## config.mk

```make
export PLATFORM = sky130hd
export DESIGN_NAME = apb_spi_fifo_regs
export DESIGN_NICKNAME = d
export VERILOG_FILES = /design/src/rtl/apb_spi_fifo_regs.sv
export SDC_FILE = /design/constraint.sdc
export NUM_CORES = 1
export LEC_CHECK = 0
export BUFFER_PORTS_ARGS = -buffer_cell sky130_fd_sc_hd__buf_2
export CORE_MARGIN = 5
export CORE_UTILIZATION = 60
export CTS_CLUSTER_DIAMETER = 100
export CTS_CLUSTER_SIZE = 10
export DETAILED_ROUTE_END_ITERATION = 10
export GPL_TIMING_DRIVEN = 0
export HOLD_SLACK_MARGIN = 0.05
export PLACE_DENSITY = 0.85
export REMOVE_ABC_BUFFERS = 1
export SYNTH_ARGS = -nofsm -noshare
export SYNTH_HDL_FRONTEND = slang
export SYNTH_SLANG_ARGS = --single-unit
export TNS_END_PERCENT = 1
```

## constraint.sdc

```tcl
create_clock -name Pclk -period 5.97 [get_ports Pclk]
set_input_delay 0 -clock Pclk [delete_from_list [all_inputs] [get_ports Pclk]]
set_output_delay 0 -clock Pclk [all_outputs]
set_load 0.05 [all_outputs]
```

## src/rtl/apb_spi_fifo_regs.sv

```systemverilog
// apb_spi_fifo_regs: APB register front-end for the SPI master core.
// Provides CR1/CR2/BR control registers, a status register, a FIFO level
// register, a TX and an RX FIFO behind the DR address, sticky modf/ovr flags
// with write-1-to-clear, PSLVERR decoding and the RUN/WAIT/STOP mode FSM.
// Ports:
//   Pclk, Presetn            clock, asynchronous active-low reset
//   PADDR..PSLVERR           APB slave (zero wait states)
//   ss, tip                  slave-select pin, transfer in progress
//   rx_data/rx_valid         received word push strobe from the core
//   tx_data/tx_valid/tx_ready TX FIFO head handshake to the core
//   mstr..spr                control/baud fields to core and baud generator
//   spi_mode                 low-power FSM state (RUN=00, WAIT=01, STOP=10)
//   spi_interrupt_request    interrupt line
module apb_spi_fifo_regs #(
  parameter int DATA_W     = 8,
  parameter int FIFO_DEPTH = 8,
  parameter int APB_DW     = 16
) (
  input  logic              Pclk,
  input  logic              Presetn,
  input  logic [2:0]        PADDR,
  input  logic              PSEL,
  input  logic              PENABLE,
  input  logic              PWRITE,
  input  logic [APB_DW-1:0] PWDATA,
  output logic [APB_DW-1:0] PRDATA,
  output logic              PREADY,
  output logic              PSLVERR,
  input  logic              ss,
  input  logic              tip,
  input  logic [DATA_W-1:0] rx_data,
  input  logic              rx_valid,
  output logic [DATA_W-1:0] tx_data,
  output logic              tx_valid,
  input  logic              tx_ready,
  output logic              mstr,
  output logic              cpol,
  output logic              cpha,
  output logic              lsbfe,
  output logic              spiswai,
  output logic [2:0]        sppr,
  output logic [2:0]        spr,
  output logic [1:0]        spi_mode,
  output logic              spi_interrupt_request
);

  localparam int AW = (FIFO_DEPTH > 1) ? $clog2(FIFO_DEPTH) : 1;
  localparam int CW = AW + 1;

  typedef enum logic [1:0] {RUN = 2'b00, WAIT = 2'b01, STOP = 2'b10} mode_e;

  mode_e mode_q, mode_d;
  logic [7:0] cr1_q, cr2_q, br_q;
  logic modf_q, ovr_q;
  logic [DATA_W-1:0] tx_mem [FIFO_DEPTH];
  logic [DATA_W-1:0] rx_mem [FIFO_DEPTH];
  logic [AW-1:0] tx_wp_q, tx_rp_q, rx_wp_q, rx_rp_q;
  logic [CW-1:0] tx_cnt_q, rx_cnt_q;

  logic access, wr_ok, rd_ok, err;
  logic tx_full, rx_full, rx_empty, tx_empty;
  logic tx_push, tx_pop, rx_en, rx_push, rx_pop, icr_wr;
  logic modf_set, ovr_set, spif, sptef;
  logic [7:0] sr;
  logic unused_pwdata;

  assign unused_pwdata = ^PWDATA;

  assign access   = PSEL & PENABLE;
  assign tx_full  = (tx_cnt_q == CW'(FIFO_DEPTH));
  assign rx_full  = (rx_cnt_q == CW'(FIFO_DEPTH));
  assign tx_empty = (tx_cnt_q == '0);
  assign rx_empty = (rx_cnt_q == '0);
  assign spif     = ~rx_empty;
  assign sptef    = ~tx_full;
  assign sr       = {spif, 1'b0, sptef, modf_q, ovr_q, tx_full, rx_full, tip};

  // Error decode; judged on pre-edge state so an errored access changes nothing.
  always_comb begin
    err = 1'b0;
    case (PADDR)
      3'd0, 3'd1, 3'd2: err = PWRITE & tip;
      3'd3, 3'd4:       err = PWRITE;
      3'd5:             err = PWRITE ? tx_full : rx_empty;
      3'd6:             err = 1'b0;
      default:          err = 1'b1;
    endcase
  end

  assign PREADY  = access;
  assign PSLVERR = access & err;
  assign wr_ok   = access & PWRITE & ~err;
  assign rd_ok   = access & ~PWRITE & ~err;

  // Read mux, driven only during the access phase.
  always_comb begin
    PRDATA = '0;
    if (access && !PWRITE) begin
      case (PADDR)
        3'd0:    PRDATA = APB_DW'(cr1_q);
        3'd1:    PRDATA = APB_DW'(cr2_q);
        3'd2:    PRDATA = APB_DW'(br_q);
        3'd3:    PRDATA = APB_DW'(sr);
        3'd4:    PRDATA = APB_DW'({8'(rx_cnt_q), 8'(tx_cnt_q)});
        3'd5:    PRDATA = rx_empty ? '0 : APB_DW'(rx_mem[rx_rp_q]);
        default: PRDATA = '0;
      endcase
    end else begin
      PRDATA = '0;
    end
  end

  assign tx_data  = tx_mem[tx_rp_q];
  assign tx_valid = ~tx_empty & (mode_q != STOP);
  assign tx_push  = wr_ok & (PADDR == 3'd5);
  assign tx_pop   = tx_valid & tx_ready;

  // A full RX FIFO still accepts a push when a DR read frees a slot this cycle.
  assign rx_en    = rx_valid & (mode_q != STOP);
  assign rx_pop   = rd_ok & (PADDR == 3'd5);
  assign rx_push  = rx_en & (~rx_full | rx_pop);
  assign ovr_set  = rx_en & rx_full & ~rx_pop;
  assign icr_wr   = wr_ok & (PADDR == 3'd6);
  assign modf_set = cr2_q[4] & cr1_q[4] & ~ss & ~cr1_q[1];

  // Control registers and sticky flags; a set beats a same-cycle clear.
  always_ff @(posedge Pclk or negedge Presetn) begin
    if (!Presetn) begin
      cr1_q  <= 8'h04;
      cr2_q  <= 8'h00;
      br_q   <= 8'h00;
      modf_q <= 1'b0;
      ovr_q  <= 1'b0;
    end else begin
      if (wr_ok && PADDR == 3'd0) cr1_q <= PWDATA[7:0];
      if (wr_ok && PADDR == 3'd1) cr2_q <= PWDATA[7:0] & 8'h1B;
      if (wr_ok && PADDR == 3'd2) br_q  <= PWDATA[7:0] & 8'h77;
      if (modf_set)                    modf_q <= 1'b1;
      else if (icr_wr && PWDATA[4])    modf_q <= 1'b0;
      if (ovr_set)                     ovr_q  <= 1'b1;
      else if (icr_wr && PWDATA[3])    ovr_q  <= 1'b0;
    end
  end

  // FIFO storage; contents need no reset since counts gate visibility.
  always_ff @(posedge Pclk) begin
    if (tx_push) tx_mem[tx_wp_q] <= PWDATA[DATA_W-1:0];
    if (rx_push) rx_mem[rx_wp_q] <= rx_data;
  end

  // FIFO pointers and counts; pointers wrap naturally at the power-of-two depth.
  always_ff @(posedge Pclk or negedge Presetn) begin
    if (!Presetn) begin
      tx_wp_q  <= '0;
      tx_rp_q  <= '0;
      tx_cnt_q <= '0;
      rx_wp_q  <= '0;
      rx_rp_q  <= '0;
      rx_cnt_q <= '0;
    end else begin
      if (tx_push) tx_wp_q <= tx_wp_q + AW'(1);
      if (tx_pop)  tx_rp_q <= tx_rp_q + AW'(1);
      if (tx_push && !tx_pop)      tx_cnt_q <= tx_cnt_q + CW'(1);
      else if (!tx_push && tx_pop) tx_cnt_q <= tx_cnt_q - CW'(1);
      if (rx_push) rx_wp_q <= rx_wp_q + AW'(1);
      if (rx_pop)  rx_rp_q <= rx_rp_q + AW'(1);
      if (rx_push && !rx_pop)      rx_cnt_q <= rx_cnt_q + CW'(1);
      else if (!rx_push && rx_pop) rx_cnt_q <= rx_cnt_q - CW'(1);
    end
  end

  // Mode FSM state register.
  always_ff @(posedge Pclk or negedge Presetn) begin
    if (!Presetn) mode_q <= RUN;
    else          mode_q <= mode_d;
  end

  // Mode FSM next state: spe returns to RUN, spiswai selects STOP over WAIT.
  always_comb begin
    mode_d = mode_q;
    case (mode_q)
      RUN:     mode_d = cr1_q[6] ? RUN : WAIT;
      WAIT:    mode_d = cr1_q[6] ? RUN : (cr2_q[1] ? STOP : WAIT);
      STOP:    mode_d = cr1_q[6] ? RUN : (cr2_q[1] ? STOP : WAIT);
      default: mode_d = RUN;
    endcase
  end

  assign spi_mode = mode_q;
  assign mstr     = cr1_q[4];
  assign cpol     = cr1_q[3];
  assign cpha     = cr1_q[2];
  assign lsbfe    = cr1_q[0];
  assign spiswai  = cr2_q[1];
  assign sppr     = br_q[6:4];
  assign spr      = br_q[2:0];
  assign spi_interrupt_request = (cr1_q[7] & (spif | modf_q | ovr_q)) | (cr1_q[5] & sptef);

endmodule

```

## Yosys cells after proc, flatten, opt, wreduce, memory -nomap -nowiden

Memory sizes are Yosys's and may differ from the RTL's.
Index checks and enable logic that the tools add are counted.

- Add/sub/neg operators: 8
- Equal/unequal tests: 11
- Muxes and demuxes: 21
- Bitwise operators: 34
- Reduce and logical (&&, ||, !) cells: 26

Operators with widths:

| operator | count |
|---|---|
| $pmux W12 S6 | 1 |
| $and A1 B1 Y1 | 21 |
| $mux W16 | 1 |
| $mux W4 | 4 |
| $add A3 B1 Y3 const B | 4 |
| $logic_and A1 B1 Y1 | 10 |
| $mux W1 | 10 |
| $eq A3 B3 Y1 const B | 3 |
| $not A1 Y1 | 9 |
| $add A4 B1 Y4 const B | 2 |
| $eq A4 B4 Y1 const B | 2 |
| $logic_not A4 Y1 | 2 |
| $mux W8 | 1 |
| $reduce_bool A2 Y1 | 4 |
| $sub A4 B1 Y4 const B | 2 |
| $eq A3 B2 Y1 const B | 2 |
| $logic_not A1 Y1 | 5 |
| $mux W2 | 2 |
| $or A1 B1 Y1 | 4 |
| $pmux W1 S4 | 1 |
| $pmux W2 S2 | 1 |
| $reduce_or A2 Y1 | 2 |
| $eq A3 B1 Y1 const B | 1 |
| $logic_not A3 Y1 | 1 |
| 5 further kinds | 5 |

- Register bits: 42
- Bits in writable memories: 128
- Bits of input ports: 36
- Output and inout port bits: 41
- Memories kept: 2

Memory list:

| memory | words | width | rd ports | clocked after memory_dff | wr ports | RTL line | RTL |
|---|---|---|---|---|---|---|---|
| rx_mem | 8 | 8 | 1 | 0 | 1 | 56 | `logic [DATA_W-1:0] rx_mem [FIFO_DEPTH];` |
| tx_mem | 8 | 8 | 1 | 0 | 1 | 55 | `logic [DATA_W-1:0] tx_mem [FIFO_DEPTH];` |

## Depth between registers and ports, before layout

- Depth in word-level cells: 12
- Depth in mapped cells: 12
- Mapped depth without buffers: 12

## Worst setup path before layout

OpenSTA, ideal clock, no wires.

- Kind: flip-flop to flip-flop
- Start: register mode_q[0] (netlist: spi_mode[0])
- End: register tx_cnt_q[3]
- Setup time: 0.136 ns
- Arrival time: 3.247 ns
- Setup slack: 2.587 ns
- Stages on the path, launching flop included: 11
- Buffers on the path: 0
- Period minus slack after synthesis: 3.383 ns
- Cell sequence: dfrtp_1 -> inv_1 -> ha_1 -> nor2_1 -> nand2_1 -> ha_1 -> inv_1 -> ha_1 -> a21o_1 -> a2111oi_0 -> o31ai_1

- Word-level cells in the longest chain between the ends: 6

Ends and longest elaborated chain:

| element | RTL line | RTL |
|---|---|---|
| start: declaration | 52 | `mode_e mode_q, mode_d;` |
| start signal: assignment | 175 | `else mode_q <= mode_d;` |
| $ne A2 B2 Y1 (*) | 114 | `assign tx_valid = ~tx_empty & (mode_q != STOP);` |
| $and A1 B1 Y1 (*) | 114 |  |
| net tx_valid | 34 | `output logic tx_valid,` |
| $and A1 B1 Y1 (*) | 116 | `assign tx_pop = tx_valid & tx_ready;` |
| $logic_not A1 Y1 | 163 | `if (tx_push && !tx_pop) tx_cnt_q <= tx_cnt_q + CW'(1);` |
| $logic_and A1 B1 Y1 | 163 |  |
| $mux W4 or $reduce_bool A2 Y1 (tied branches) | - |  |
| end signal: assignment | 163 |  |
| end signal: assignment | 164 | `else if (!tx_push && tx_pop) tx_cnt_q <= tx_cnt_q - CW'(1);` |
| end: declaration | 58 | `logic [CW-1:0] tx_cnt_q, rx_cnt_q;` |

Mark *: on every way through the listed nets, which the timed path passes. The rest lies on a longest branch.
A chain may end at the register's enable or synchronous reset.

## Worst setup path in the final report

- Start: register mode_q[0] (netlist: spi_mode[0])
- End: register rx_cnt_q[3]

- Word-level cells in the longest chain between the ends: 6

Ends and longest elaborated chain:

| element | RTL line | RTL |
|---|---|---|
| $ne A2 B2 Y1 (*) | 119 | `assign rx_en = rx_valid & (mode_q != STOP);` |
| $and A1 B1 Y1 (*) | 119 |  |
| $and A1 B1 Y1 (*) | 121 | `assign rx_push = rx_en & (~rx_full \| rx_pop);` |
| net rx_push | 62 | `logic tx_push, tx_pop, rx_en, rx_push, rx_pop, icr_wr;` |
| $logic_not A1 Y1 | 168 | `else if (!rx_push && rx_pop) rx_cnt_q <= rx_cnt_q - CW'(1);` |
| $logic_and A1 B1 Y1 | 168 |  |
| $reduce_bool A2 Y1 (no line) | - |  |
| end signal: assignment | 167 | `if (rx_push && !rx_pop) rx_cnt_q <= rx_cnt_q + CW'(1);` |
| end signal: assignment | 168 |  |
| end: declaration | 58 |  |

Marked as above.

==> results.tsv <==
metric	value	unit
syn_to_final_growth	16.1	%
synth_edf_count	128	
worstPathMaxFanout	7	
ys_async_sr_fraction	0.247	
finalSetupViolations	0	
vias	4216	
fillers	787	
place_congestion	0.833	
synthesis.area	7590	um2
synthFlopType	edfxtp_1	
num_antenna_cells	0	
fin_util	0.704	
crit_arrival	3.17	ns
h-tree-depth	4	
critPathRequiredTime	6.25	ns
antenna_left	0	
grt.met1_usage	0.248	
vdd_drop_max	0.231	mV
drv_cap	0	
rows	41	
ys_seq_elements	170	
power_density	428	nW/um2
die_h	122	um
yosys.cell_types.count	57	
post_drt_wl_per_cell	20.6	um
dp_cells	671	
die_area	15000	um2
cp-end-kind	flop	
grt_first_pass_wirelength	23900	um
via_per_inst	5.84	
ioPinCount	77	
fin_nets	588	
finalSetupTns	0	ns
die_x	122	um
relSlewSlack	0.153	
startpoint_type	flop	
cts_buffers	17	
initial_utilization	0.606	
track_usage	0.217	
cts_tree	yes	
grt.busiest_layer	met2	
postSynthCellCount	451	
skew	0.00644	ns
clk_pin_slew	0.07	ns
rsz0062_at_grt	false	
fmax	347	MHz
insertion_delay	0.42	ns
clock_sinks	170	
p_leak	3.31	nW
grt_max_degree	43	
finalMaxSlewViolations	0	
clockRootBuffer	clkbuf_16	
grt_pass1_vias	4445	
grt_util_met2	0.400	
first_iter_violations	251	
period_minus_slack	2.88	ns
fin_crit_sh	0.483	
final_area	8810	um2
postCtsSetupBuffers	0	
crit_type	flop to flop	
tightest_slew	1.26	ns
dpl_cell_area	8040	um2
routed_wl	14900	um
syn-mean-instance-area	16.8	um2
min_path_type	input pin to flop	
grt_overflow	0	
antenna_found_initial	0	
synth_warnings	0	
cts.path.max_buffers	2	
place_hpwl	10100	um
coreArea	12500	um2
synth-seq-area-share	0.645	
finalHoldViolCount	0	
grtUsageMet3	0.0484	
remaining_drc_errors	0	
drive_gt1_frac	0.305	
numPortBuffers	64	
outcome	complete, no violations	
final_cell_count_no_fill	722	
first_pass_iters	4	
==> cells in the final DEF (no fill, tap or decap), types with 5 or more instances in the layout <==
cell           instances
nor3_1                11
xnor2_1               11
inv_6                  5
nand2_1               22
nor2_1                19
mux2_2                33
dfrtp_1               41
mux2i_1               17
inv_1                  8
a21oi_1                8
edfxtp_1             128
ha_1                  13
clkbuf_16             17
and2_1                 5
o21ai_0               14
buf_2                 64
dlygate4sd3_1         19
mux4_2                16
mux4_1                16
==> final cells by class <==
cell class	instances	area, um2	area share
inverters	10	37.5	0.00426
well taps	172	215	0.0244
multi-input cells	252	2550	0.290
clock inverters	13	136	0.0155
clock buffers	19	433	0.0492
flip-flops and latches	170	4900	0.556
repair buffers	86	533	0.0605
==> worst max-delay path: stages, from the launching register on <==
cell       delay (ns)
dfrtp_1          0.37
inv_1            0.07
ha_1             0.25
nor2b_1          0.38
nand2_2          0.23
inv_1            0.11
ha_1             0.20
inv_1            0.12
ha_1             0.29
a21o_1           0.20
a2111oi_0        0.39
o31ai_1          0.14
==> synth_stat cells, types with 3 or more instances <==
| master | instances | area share |
|---|---|---|
| o21ai_0 | 14 | 0.0092 |
| nor4b_1 | 3 | 0.0035 |
| nor3b_1 | 3 | 0.0030 |
| xnor2_1 | 11 | 0.013 |
| o22ai_1 | 3 | 0.0025 |
| mux2_2 | 33 | 0.049 |
| buf_4 | 5 | 0.0049 |
| buf_2 | 6 | 0.0040 |
| mux4_1 | 16 | 0.055 |
| clkbuf_1 | 5 | 0.0025 |
| nor4_1 | 3 | 0.0025 |
| nand2_1 | 22 | 0.011 |
| mux4_2 | 16 | 0.048 |
| edfxtp_1 | 128 | 0.51 |
| and2_1 | 5 | 0.0041 |
| ha_1 | 13 | 0.021 |
| dfrtp_1 | 41 | 0.14 |
| nand3_1 | 4 | 0.0026 |
| nor3_4 | 3 | 0.0064 |
| mux2i_1 | 17 | 0.022 |
| inv_1 | 8 | 0.0040 |
| nor2_1 | 19 | 0.0094 |
| nand2b_1 | 3 | 0.0025 |
| nor3_1 | 13 | 0.0086 |
| nand3b_1 | 4 | 0.0040 |
| a21oi_1 | 8 | 0.0053 |
| buf_6 | 3 | 0.0045 |
==> per-layer routing <==
| layer | vias up | part of all wire |
|---|---|---|
| met2 | 125 | 0.56 |
| met5 | - | 0 |
| met3 | 23 | 0.044 |
| met1 | 2129 | 0.38 |
| li1 | 1939 | - |
| met4 | 0 | 0.019 |
==> report_power, final <==
| group | total, mW | internal (mW) | leakage (nW) | switching [mW] |
|---|---|---|---|---|
| Clock | 1.04 | 0.585 | 0.272 | 0.456 |
| Sequential | 1.68 | 1.43 | 1.68 | 0.252 |
| Combinational | 1.04 | 0.471 | 1.35 | 0.573 |
==> cells by family (layout without fill, tap and decap cells) <==
kind of cell	Yosys count	in the layout	share of synthesized area
compound gates	43	43	0.0376
buf+inv	32	128	0.0244
simple gates	96	96	0.0772
mux	82	82	0.174
other cells	1	4	0.000494
flops	170	170	0.645
xor+xnor	12	12	0.0139
fa+ha+maj	15	15	0.0267
==> final timing paths <==
| kind | startpoint | end | slack (ns) | cells after the start |
|---|---|---|---|---|
| min in group asynchronous | Presetn | rx_cnt_q[0]$_DFFE_PN0P_ | 0.27 | 2 |
| worst max-delay path | spi_mode[0]$_DFF_PN0_ | rx_cnt_q[3]$_DFFE_PN0P_ | 3.09 | 11 |
| worst min register to register | tx_wp_q[2]$_DFFE_PN0P_ | tx_wp_q[2]$_DFFE_PN0P_ | 0.50 | 1 |
| worst max register to register | spi_mode[0]$_DFF_PN0_ | rx_cnt_q[3]$_DFFE_PN0P_ | 3.09 | 11 |
| worst min-delay path | PENABLE | rx_rp_q[1]$_DFFE_PN0N_ | 0.10 | 5 |
| max in group asynchronous | Presetn | br_q[6]$_DFFE_PN0P_ | 5.12 | 2 |
==> through the flow <==
step	power, mW	worst slack, ns	hold WS, ns
after floorplan	2.44	2.59	-0.296
after global placement	2.67	2.63	0.168
after detailed placement	2.74	3.05	0.187
after CTS	3.79	2.97	0.0904
after global routing	3.95	2.82	0.106
final	3.77	3.09	0.104
==> repair_timing <==
action,in CTS,in global routing
hold endpoints to repair,192,0
resized for setup,0,0
hold buffers,19,0
==> flip-flops by register name, summed over array words and instances, names as in the netlist <==
register	count
rx_rp_q	3
rx_wp_q	3
tx_cnt_q	4
ovr_q	1
tx_wp_q	3
tx_rp_q	3
rx_cnt_q	4
br_q	6
tx_mem	64
modf_q	1
spi_mode	2
cr1_q	8
rx_mem	64
cr2_q	4
No activity file was read; power rests on OpenSTA's default activity.
